<file path="config.mk">
export PLATFORM = sky130hd
export DESIGN_NAME = l1_l2_port_arbiter
export DESIGN_NICKNAME = d
export VERILOG_FILES = /design/src/rtl/l1_l2_port_arbiter.sv
export SDC_FILE = /design/constraint.sdc
export NUM_CORES = 1
export LEC_CHECK = 0
export ABC_CLOCK_PERIOD_IN_PS = 1600
export BUFFER_PORTS_ARGS = -buffer_cell sky130_fd_sc_hd__buf_2
export CAP_MARGIN = 20
export CORE_AREA = 2 2 114 116
export DETAILED_ROUTE_END_ITERATION = 16
export DIE_AREA = 0 0 116 118
export SLEW_MARGIN = 15
export SYNTH_ARGS = -nofsm -noshare
export SYNTH_HDL_FRONTEND = slang
export SYNTH_SLANG_ARGS = --single-unit
</file>
<file path="constraint.sdc">
create_clock -name clock_i -period 1.6 [get_ports clock_i]
set_input_delay 0.08 -clock clock_i [delete_from_list [all_inputs] [get_ports clock_i]]
set_output_delay 0.08 -clock clock_i [all_outputs]
set_load 0.05 [all_outputs]
</file>
<file path="src/rtl/l1_l2_port_arbiter.sv">
`default_nettype none
// ============================================================================
//  Module      : l1_l2_port_arbiter
//  Description : N-channel arbiter between the L1 miss controllers and the
//                single L1->L2 comm buffer. A registered grant FSM
//                (IDLE -> GRANT -> RELEASE -> IDLE) selects one owner,
//                either round-robin or fixed-priority (port 0 highest).
//                It muxes the owner's request onto the dn_* side and demuxes
//                the buffer responses back to the owner only. A sticky
//                watchdog flags grants held for MAX_HOLD cycles or more.
//  Ports       : clock_i / reset_i       clock, sync active-high reset
//                l1_*_i / l1_*_o         packed per-port requester side
//                dn_*_o / dn_*_i         comm-buffer side
//                grant_o                 registered one-hot owner
//                busy_o                  FSM is in GRANT
//                exception_o             sticky grant-hold watchdog flag
//  Revision    : 1.0 - initial release
// ============================================================================
module l1_l2_port_arbiter #(
    parameter int N_PORTS       = 2,
    parameter int ADDR_W        = 24,
    parameter int DATA_W        = 32,
    parameter int PRIORITY_MODE = 0,
    parameter int MAX_HOLD      = 1024
) (
    input  logic                       clock_i,
    input  logic                       reset_i,
    input  logic [N_PORTS-1:0]         l1_req_i,
    input  logic [N_PORTS-1:0]         l1_rw_i,
    input  logic [N_PORTS-1:0]         l1_write_i,
    input  logic [N_PORTS-1:0]         l1_read_i,
    input  logic [N_PORTS*ADDR_W-1:0]  l1_add_i,
    input  logic [N_PORTS*DATA_W-1:0]  l1_data_i,
    output logic [N_PORTS-1:0]         l1_ready_o,
    output logic [N_PORTS-1:0]         l1_write_ready_o,
    output logic [N_PORTS-1:0]         l1_read_ready_o,
    output logic [N_PORTS*DATA_W-1:0]  l1_data_o,
    output logic                       dn_req_o,
    output logic                       dn_rw_o,
    output logic                       dn_write_o,
    output logic                       dn_read_o,
    output logic [ADDR_W-1:0]          dn_add_o,
    output logic [DATA_W-1:0]          dn_data_o,
    input  logic                       dn_ready_i,
    input  logic                       dn_write_ready_i,
    input  logic                       dn_read_ready_i,
    input  logic [DATA_W-1:0]          dn_data_i,
    output logic [N_PORTS-1:0]         grant_o,
    output logic                       busy_o,
    output logic                       exception_o
);

    localparam int PTR_W  = (N_PORTS > 1) ? $clog2(N_PORTS) : 1;
    localparam int SUM_W  = PTR_W + 1;
    localparam int HOLD_W = (MAX_HOLD > 0) ? $clog2(MAX_HOLD + 1) : 1;

    localparam logic [1:0] S_IDLE    = 2'd0;
    localparam logic [1:0] S_GRANT   = 2'd1;
    localparam logic [1:0] S_RELEASE = 2'd2;

    localparam logic [HOLD_W-1:0] c_MAX_HOLD = HOLD_W'(MAX_HOLD);
    localparam logic [PTR_W-1:0]  c_LAST     = PTR_W'(N_PORTS - 1);
    localparam logic [SUM_W-1:0]  c_NPORTS   = SUM_W'(N_PORTS);

    logic [1:0]         r_state;
    logic [N_PORTS-1:0] r_grant;
    logic [PTR_W-1:0]   r_owner;
    logic [PTR_W-1:0]   r_ptr;
    logic [HOLD_W-1:0]  r_holdCnt;
    logic               r_exception;

    logic               w_found;
    logic [PTR_W-1:0]   w_winIdx;
    logic [PTR_W-1:0]   w_candIdx;
    logic [SUM_W-1:0]   w_sum;
    logic               w_active;
    logic [HOLD_W-1:0]  w_holdInc;

    // Winner search: walk N_PORTS candidates starting at the RR pointer
    // (wrapping by a single subtract), or from port 0 in priority mode.
    always_comb begin
        w_found   = 1'b0;
        w_winIdx  = '0;
        w_candIdx = '0;
        w_sum     = '0;
        for (int i = 0; i < N_PORTS; i++) begin
            if (PRIORITY_MODE == 1) begin
                w_candIdx = PTR_W'(i);
            end else begin
                w_sum = {1'b0, r_ptr} + SUM_W'(i);
                if (w_sum >= c_NPORTS) begin
                    w_sum = w_sum - c_NPORTS;
                end
                w_candIdx = w_sum[PTR_W-1:0];
            end
            if (!w_found && l1_req_i[w_candIdx]) begin
                w_found  = 1'b1;
                w_winIdx = w_candIdx;
            end
        end
    end

    assign w_holdInc = r_holdCnt + 1'b1;

    always_ff @(posedge clock_i) begin
        if (reset_i) begin
            r_state     <= S_IDLE;
            r_grant     <= '0;
            r_owner     <= '0;
            r_ptr       <= '0;
            r_holdCnt   <= '0;
            r_exception <= 1'b0;
        end else begin
            case (r_state)
                S_IDLE: begin
                    if (w_found) begin
                        r_grant   <= N_PORTS'(1) << w_winIdx;
                        r_owner   <= w_winIdx;
                        r_holdCnt <= '0;
                        r_state   <= S_GRANT;
                    end
                end
                S_GRANT: begin
                    // Saturating hold counter; the flag latches on the edge
                    // the count first reaches MAX_HOLD and the grant stays.
                    if (r_holdCnt != c_MAX_HOLD) begin
                        r_holdCnt <= w_holdInc;
                        if (MAX_HOLD > 0 && w_holdInc == c_MAX_HOLD) begin
                            r_exception <= 1'b1;
                        end
                    end
                    if (!l1_req_i[r_owner]) begin
                        r_grant <= '0;
                        r_state <= S_RELEASE;
                        if (N_PORTS == 1 || r_owner == c_LAST) begin
                            r_ptr <= '0;
                        end else begin
                            r_ptr <= r_owner + 1'b1;
                        end
                    end
                end
                S_RELEASE: begin
                    r_state <= S_IDLE;
                end
                default: begin
                    r_state <= S_IDLE;
                end
            endcase
        end
    end

    // Reset also gates the muxes so the downstream request drops at once.
    assign w_active = (r_state == S_GRANT) && !reset_i;

    always_comb begin
        dn_req_o         = 1'b0;
        dn_rw_o          = 1'b0;
        dn_write_o       = 1'b0;
        dn_read_o        = 1'b0;
        dn_add_o         = '0;
        dn_data_o        = '0;
        l1_ready_o       = '0;
        l1_write_ready_o = '0;
        l1_read_ready_o  = '0;
        l1_data_o        = '0;
        if (w_active) begin
            dn_req_o   = l1_req_i[r_owner];
            dn_rw_o    = l1_rw_i[r_owner];
            dn_write_o = l1_write_i[r_owner];
            dn_read_o  = l1_read_i[r_owner];
            dn_add_o   = l1_add_i[r_owner*ADDR_W +: ADDR_W];
            dn_data_o  = l1_data_i[r_owner*DATA_W +: DATA_W];
            l1_ready_o[r_owner]       = dn_ready_i;
            l1_write_ready_o[r_owner] = dn_write_ready_i;
            l1_read_ready_o[r_owner]  = dn_read_ready_i;
            l1_data_o[r_owner*DATA_W +: DATA_W] = dn_data_i;
        end
    end

    assign grant_o     = r_grant;
    assign busy_o      = (r_state == S_GRANT);
    assign exception_o = r_exception;

endmodule
`default_nettype wire

</file>
## Word-level counts from Yosys, hierarchy flattened

Cells that the tools add are included.

| storage, ports and cells | value |
|---|---|
| word-level logic and storage cells | 88 |
| flip-flop bits (word level) | 18 |
| output and inout bits | 134 |

| cells by class | value |
|---|---|
| bitwise gates (word level) | 5 |
| shift operators | 5 |
| magnitude comparators | 6 |
| multipliers | 1 |
| reduce and logical (&&, ||, !) cells | 13 |
| muxes and demuxes | 40 |
| equal/unequal tests | 6 |
| add/subtract/negate cells | 6 |

Operators by type and width:

| cell | number |
|---|---|
| bitwise AND 64 bit | 1 |
| 2-to-1 mux 64 bit | 1 |
| variable shift 32 x 34 -> 64 bit, first input constant | 1 |
| variable part select 32 x 34 -> 64 bit | 1 |
| variable part select 64 x 7 -> 32 bit | 1 |
| variable part select 48 x 7 -> 24 bit | 1 |
| negator 6 -> 34 bit | 1 |
| 2-to-1 mux 32 bit | 1 |
| 2-to-1 mux 1 bit | 24 |
| 2-to-1 mux 24 bit | 1 |
| 2-to-1 mux 11 bit | 2 |
| case mux 11 bit (2 select lines) | 1 |
| 2-to-1 mux 2 bit | 7 |
| adder 11 x 1 -> 11 bit, second input constant | 1 |
| == test 11 bit, second input constant | 1 |
| != test 11 bit, second input constant | 1 |
| AND reduction 3 bit | 3 |
| case mux 2 bit (2 select lines) | 2 |
| bitwise AND 2 bit | 3 |
| < comparator 1 x 2 -> 1 bit, second input constant | 3 |
| AND reduction 2 bit | 3 |
| != test 2 bit, second input constant | 2 |
| logical AND 1 bit | 3 |
| multiplier 1 x 2 -> 3 bit, second input constant | 1 |
| other kinds (14) | 16 |

## Depth between registers and ports, before layout

| logic depth | value |
|---|---|
| depth in word-level cells | 11 |
| depth in mapped cells | 9 |

## Worst setup path before layout

No wires, ideal clock.

| timing | value |
|---|---|
| kind | register -> output |
| from | register r_state[1] |
| to | output dn_add_o[0] |
| setup slack | -0.445 ns |
| data required time | 1.520 ns |
| cell stages (with the launch flop) | 7 |
| arrival time | 1.965 ns |
| cell sequence | dfxtp_1 > nand2b_2 > inv_1 > nand2b_1 > clkbuf_1 > clkbuf_1 > nor2_1 |

| between the ends | value |
|---|---|
| longest elaborated chain between the ends | 3 |

Ends and longest elaborated chain:

| what | line | RTL |
|---|---|---|
| start: declaration | 65 | `logic [1:0] r_state;` |
| start signal: assignment | 107 | `r_state <= S_IDLE;` |
| start signal: assignment | 120 | `r_state <= S_GRANT;` |
| start signal: assignment | 134 | `r_state <= S_RELEASE;` |
| == test 2 x 1 -> 1 bit | - |  |
| net busy_o | 49 | `output logic busy_o,` |
| logical AND 1 bit | 153 | `assign w_active = (r_state == S_GRANT) && !reset_i;` |
| 2-to-1 mux 24 bit | 166 | `if (w_active) begin` |
| end: declaration | 42 | `output logic [ADDR_W-1:0] dn_add_o,` |

The timed path passes the listed nets, and every way through them passes these cells.

## Worst setup path after layout

| timing | value |
|---|---|
| from | register r_holdCnt[0] |
| to | register r_holdCnt[9] |

| between the ends | value |
|---|---|
| longest elaborated chain between the ends | 3 |
| elaborated cells on any way between the ends | 6 |
| those cells by class | 1 x add/sub; 2 x eq/ne; 2 x mux; 1 x reduce/logical |

Ends and longest elaborated chain:

| what | line | RTL |
|---|---|---|
| start: declaration | 69 | `logic [HOLD_W-1:0] r_holdCnt;` |
| start signal: assignment | 127 | `r_holdCnt <= w_holdInc;` |
| adder 11 x 1 -> 11 bit / != test 11 bit (equally long branches) | 103, 126 |  |
| 2-to-1 mux 11 bit / != test 2 x 1 -> 1 bit (equally long branches) | - |  |
| case mux 11 bit (2 select lines) / AND reduction 3 bit (equally long branches) | - |  |

Several ways; a longest one is shown, not always the timed one. The select of a mux whose other input is x is not followed.
A chain may end at the register's enable or synchronous reset.

==> metrics.txt <==
status=complete, but fails checks; violated checks=negative setup slack; vias in the first global route=approximately 3,700; setup_tns=-19.9 ps; routability cong.=between 0.8 and 0.9; Max Slew Vio Count=0; post-synth cell types=52; worst-path fanout max=5; Detailed Routing Iterations Pass 1=4; Syn. warnings=0; final hold vios=0; element type at the critical path end=flop; R2R Path Start=r_holdCnt[0]; HP Start=l1_req_i[0]; Startpoint Class=flop; clock sinks=18; Die H=118 um; Slowest-stage cell, CP=dfxtp_2; R2R depth=7; I/O Buffers=290; Starting DRT DRC Count=213; CTS Buf Count=3; Fillers=~1,200; Synth Flop Type=dfxtp_1; Max stage delay on crit path=340 ps; DR vias=between 3,000 and 4,000; Seq cells post-synth=18; Mapped Nets=507; VDD IR max=between 0.3 and 0.4 mV; number of diodes=0; Power Density=around 580 nW/um^2; RSZ-0062 raised after global routing=yes; Setup violations, final=3; Crit Path Class=reg -> reg; Root Driver=clkbuf_16; clk slew on worst S/H paths=approximately 50 ps; post-layout net count=approximately 830; Post-synth EDFFs=0; Area Overhead vs Synth=146%; DR DRC count=0; Final Skew=roughly 1.7 ps; CTS tree=built; total grt overflow=0; post-route cell area=about 6100 um^2; Gate Count Post-Synth=roughly 350; # hold bufs at CTS=0; Async SR Flop Fraction=0; antenna violations before repair=0; syn avg cell area=roughly 7.2 um^2; largest net degree at the start of global routing=72; maximum clock rate=about 0.62 GHz; Placed Area=~4600 um^2; first-pass GRT wire length=about 19,000 um; post-DP HPWL=between 9000 and 10,000 um; Routed WL per cell=approximately 17 um; max-cap viol count=0; WHS Path Cells=2; Post-Synthesis Cell Area=between 2000 and 2500 um^2; Place WS=-37.5 ps; Max clock buf depth=2; share of the synthesized area in the top cell type=0.241; CP Cell Sequence=inv_2 -> ha_2 -> and3b_2 -> a31o_4 -> buf_6 -> or3_1 -> a21oi_1; DRT antenna net count=0; dominant cells by area after synthesis=mux2i_1, and3_1, dfxtp_1; num rows=41; Leakage Power=about 3.0 nW; Worst setup startpoint=r_holdCnt[0]; Ports=slightly below 300; overall global routing resource usage=0.171; Worst Tran Pin Value=between 400 and 500 ps; post-route clock period utilization=1.01; htree depth=1; required time of the critical path=between 1500 and 2000 ps; Final WS setup=-14.8 ps; area of the die=approximately 14,000 um^2; DIE WIDTH=roughly 120 um; max_slew headroom=0.690; Hold/Removal Path Class=in -> reg; largest area contributor in the synthesized netlist=mux2i_1; total power=roughly 3.6 mW; clk_lat worst skew=between 200 and 300 ps; CORE AREA=about 12,000 um^2; share of layout cells above drive strength 1=0.740; sequential share of the synthesized area=0.145; Post-Route WL=around 14,000 um; Starting Density=0.200; Worst Path Arrival=between 1500 and 2000 ps; fin util=0.494; DR vias/cell=~4.5; Final min period=1610 ps
final timing paths:
kind | to | slack, ps
worst max-delay path | r_holdCnt[9] | -10
worst min-delay path | r_ptr | 80
worst max register to register | r_holdCnt[9] | -10
worst min register to register | grant_o[0] | 480
cell type report:
class	instances	area, um^2	share of cell area
timing repair buffer	356	2960	0.482
tap	172	215	0.0351
inverter	7	32.5	0.00531
multi-input combinational	287	2460	0.401
clock buffer	4	88.8	0.0145
sequential	18	377	0.0615
power breakdown:
part	total, mW	internal [mW]	switching (mW)	leakage (nW)
sequential	0.500	0.474	0.0255	0.152
combinational	2.49	1.04	1.45	2.80
clock	0.568	0.381	0.187	0.0442
total	3.56	1.89	1.66	2.99
through the flow:
stage	instances	hold WS, ps
global placement	813	335
detailed placement	813	335
finish	844	84.8
global route	844	107
floorplan	347	183
CTS	831	78.9
placed cells by master (no fill, tap or decap), types with 4 or more instances in the layout:
cell type    n
a31oi_1      4
dfxtp_1      7
buf_6      106
and3_4      14
mux2i_2      5
nand2_1      9
buf_2      160
mux2i_1     52
and3_1      56
dfxtp_2     10
clkbuf_16    7
a21oi_1     12
nand3_1      5
nor2_2      40
buf_12       9
nor2_4      27
buf_4       65
buf_8       11
kinds of logic after synthesis:
kind of cell,after synthesis,synth area share
compound gates,41,0.122
simple gates,178,0.379
fa+ha+maj,3,0.0151
mux,60,0.241
xor+xnor,3,0.0106
buf+inv,44,0.0880
flops,18,0.145
metal layers:
metal | vias to the layer above | GRT usage | routed length [um]
met2 | 153 | 0.319 | 7770
met3 | 12 | 0.0232 | 783
met4 | 0 | 0.0193 | 106
met5 | - | 0 | 0
li1 | 1893 | - | -
met1 | 1781 | 0.212 | 5470
registers in the layout, summed over array words and instances, names as in the netlist:
name,flops
r_holdCnt,11
grant_o,2
r_state,2
exception_o,1
r_owner,1
r_ptr,1
what timing repair did:
item	4_1_cts	5_1_grt
buffers inserted	12	6
resized for setup	155	191
cloned	2	8
pin swaps	11	20
endpoints found under the setup margin	136	138
synth_stat cells (all sizes together), types with 3 or more instances:
cell     n
clkbuf  23
a31oi    4
mux2i   60
buf     14
ha       3
nand2   10
nor3     6
nand3    6
and3    71
nor2    70
nand2b   3
a21oi   15
dfxtp   18
a211oi   3
inv      7
o21ai    5
worst max-delay path, delay by kind of cell (launching register included):
family	cells	cell delay, ps
AND/OR/NAND/NOR	2	530
AO/OA/AOI/OAI	2	370
flip-flops	1	340
adder cells (fa/ha/maj)	1	160
buffers and inverters	2	150
No activity file was read; power rests on OpenSTA's default activity.
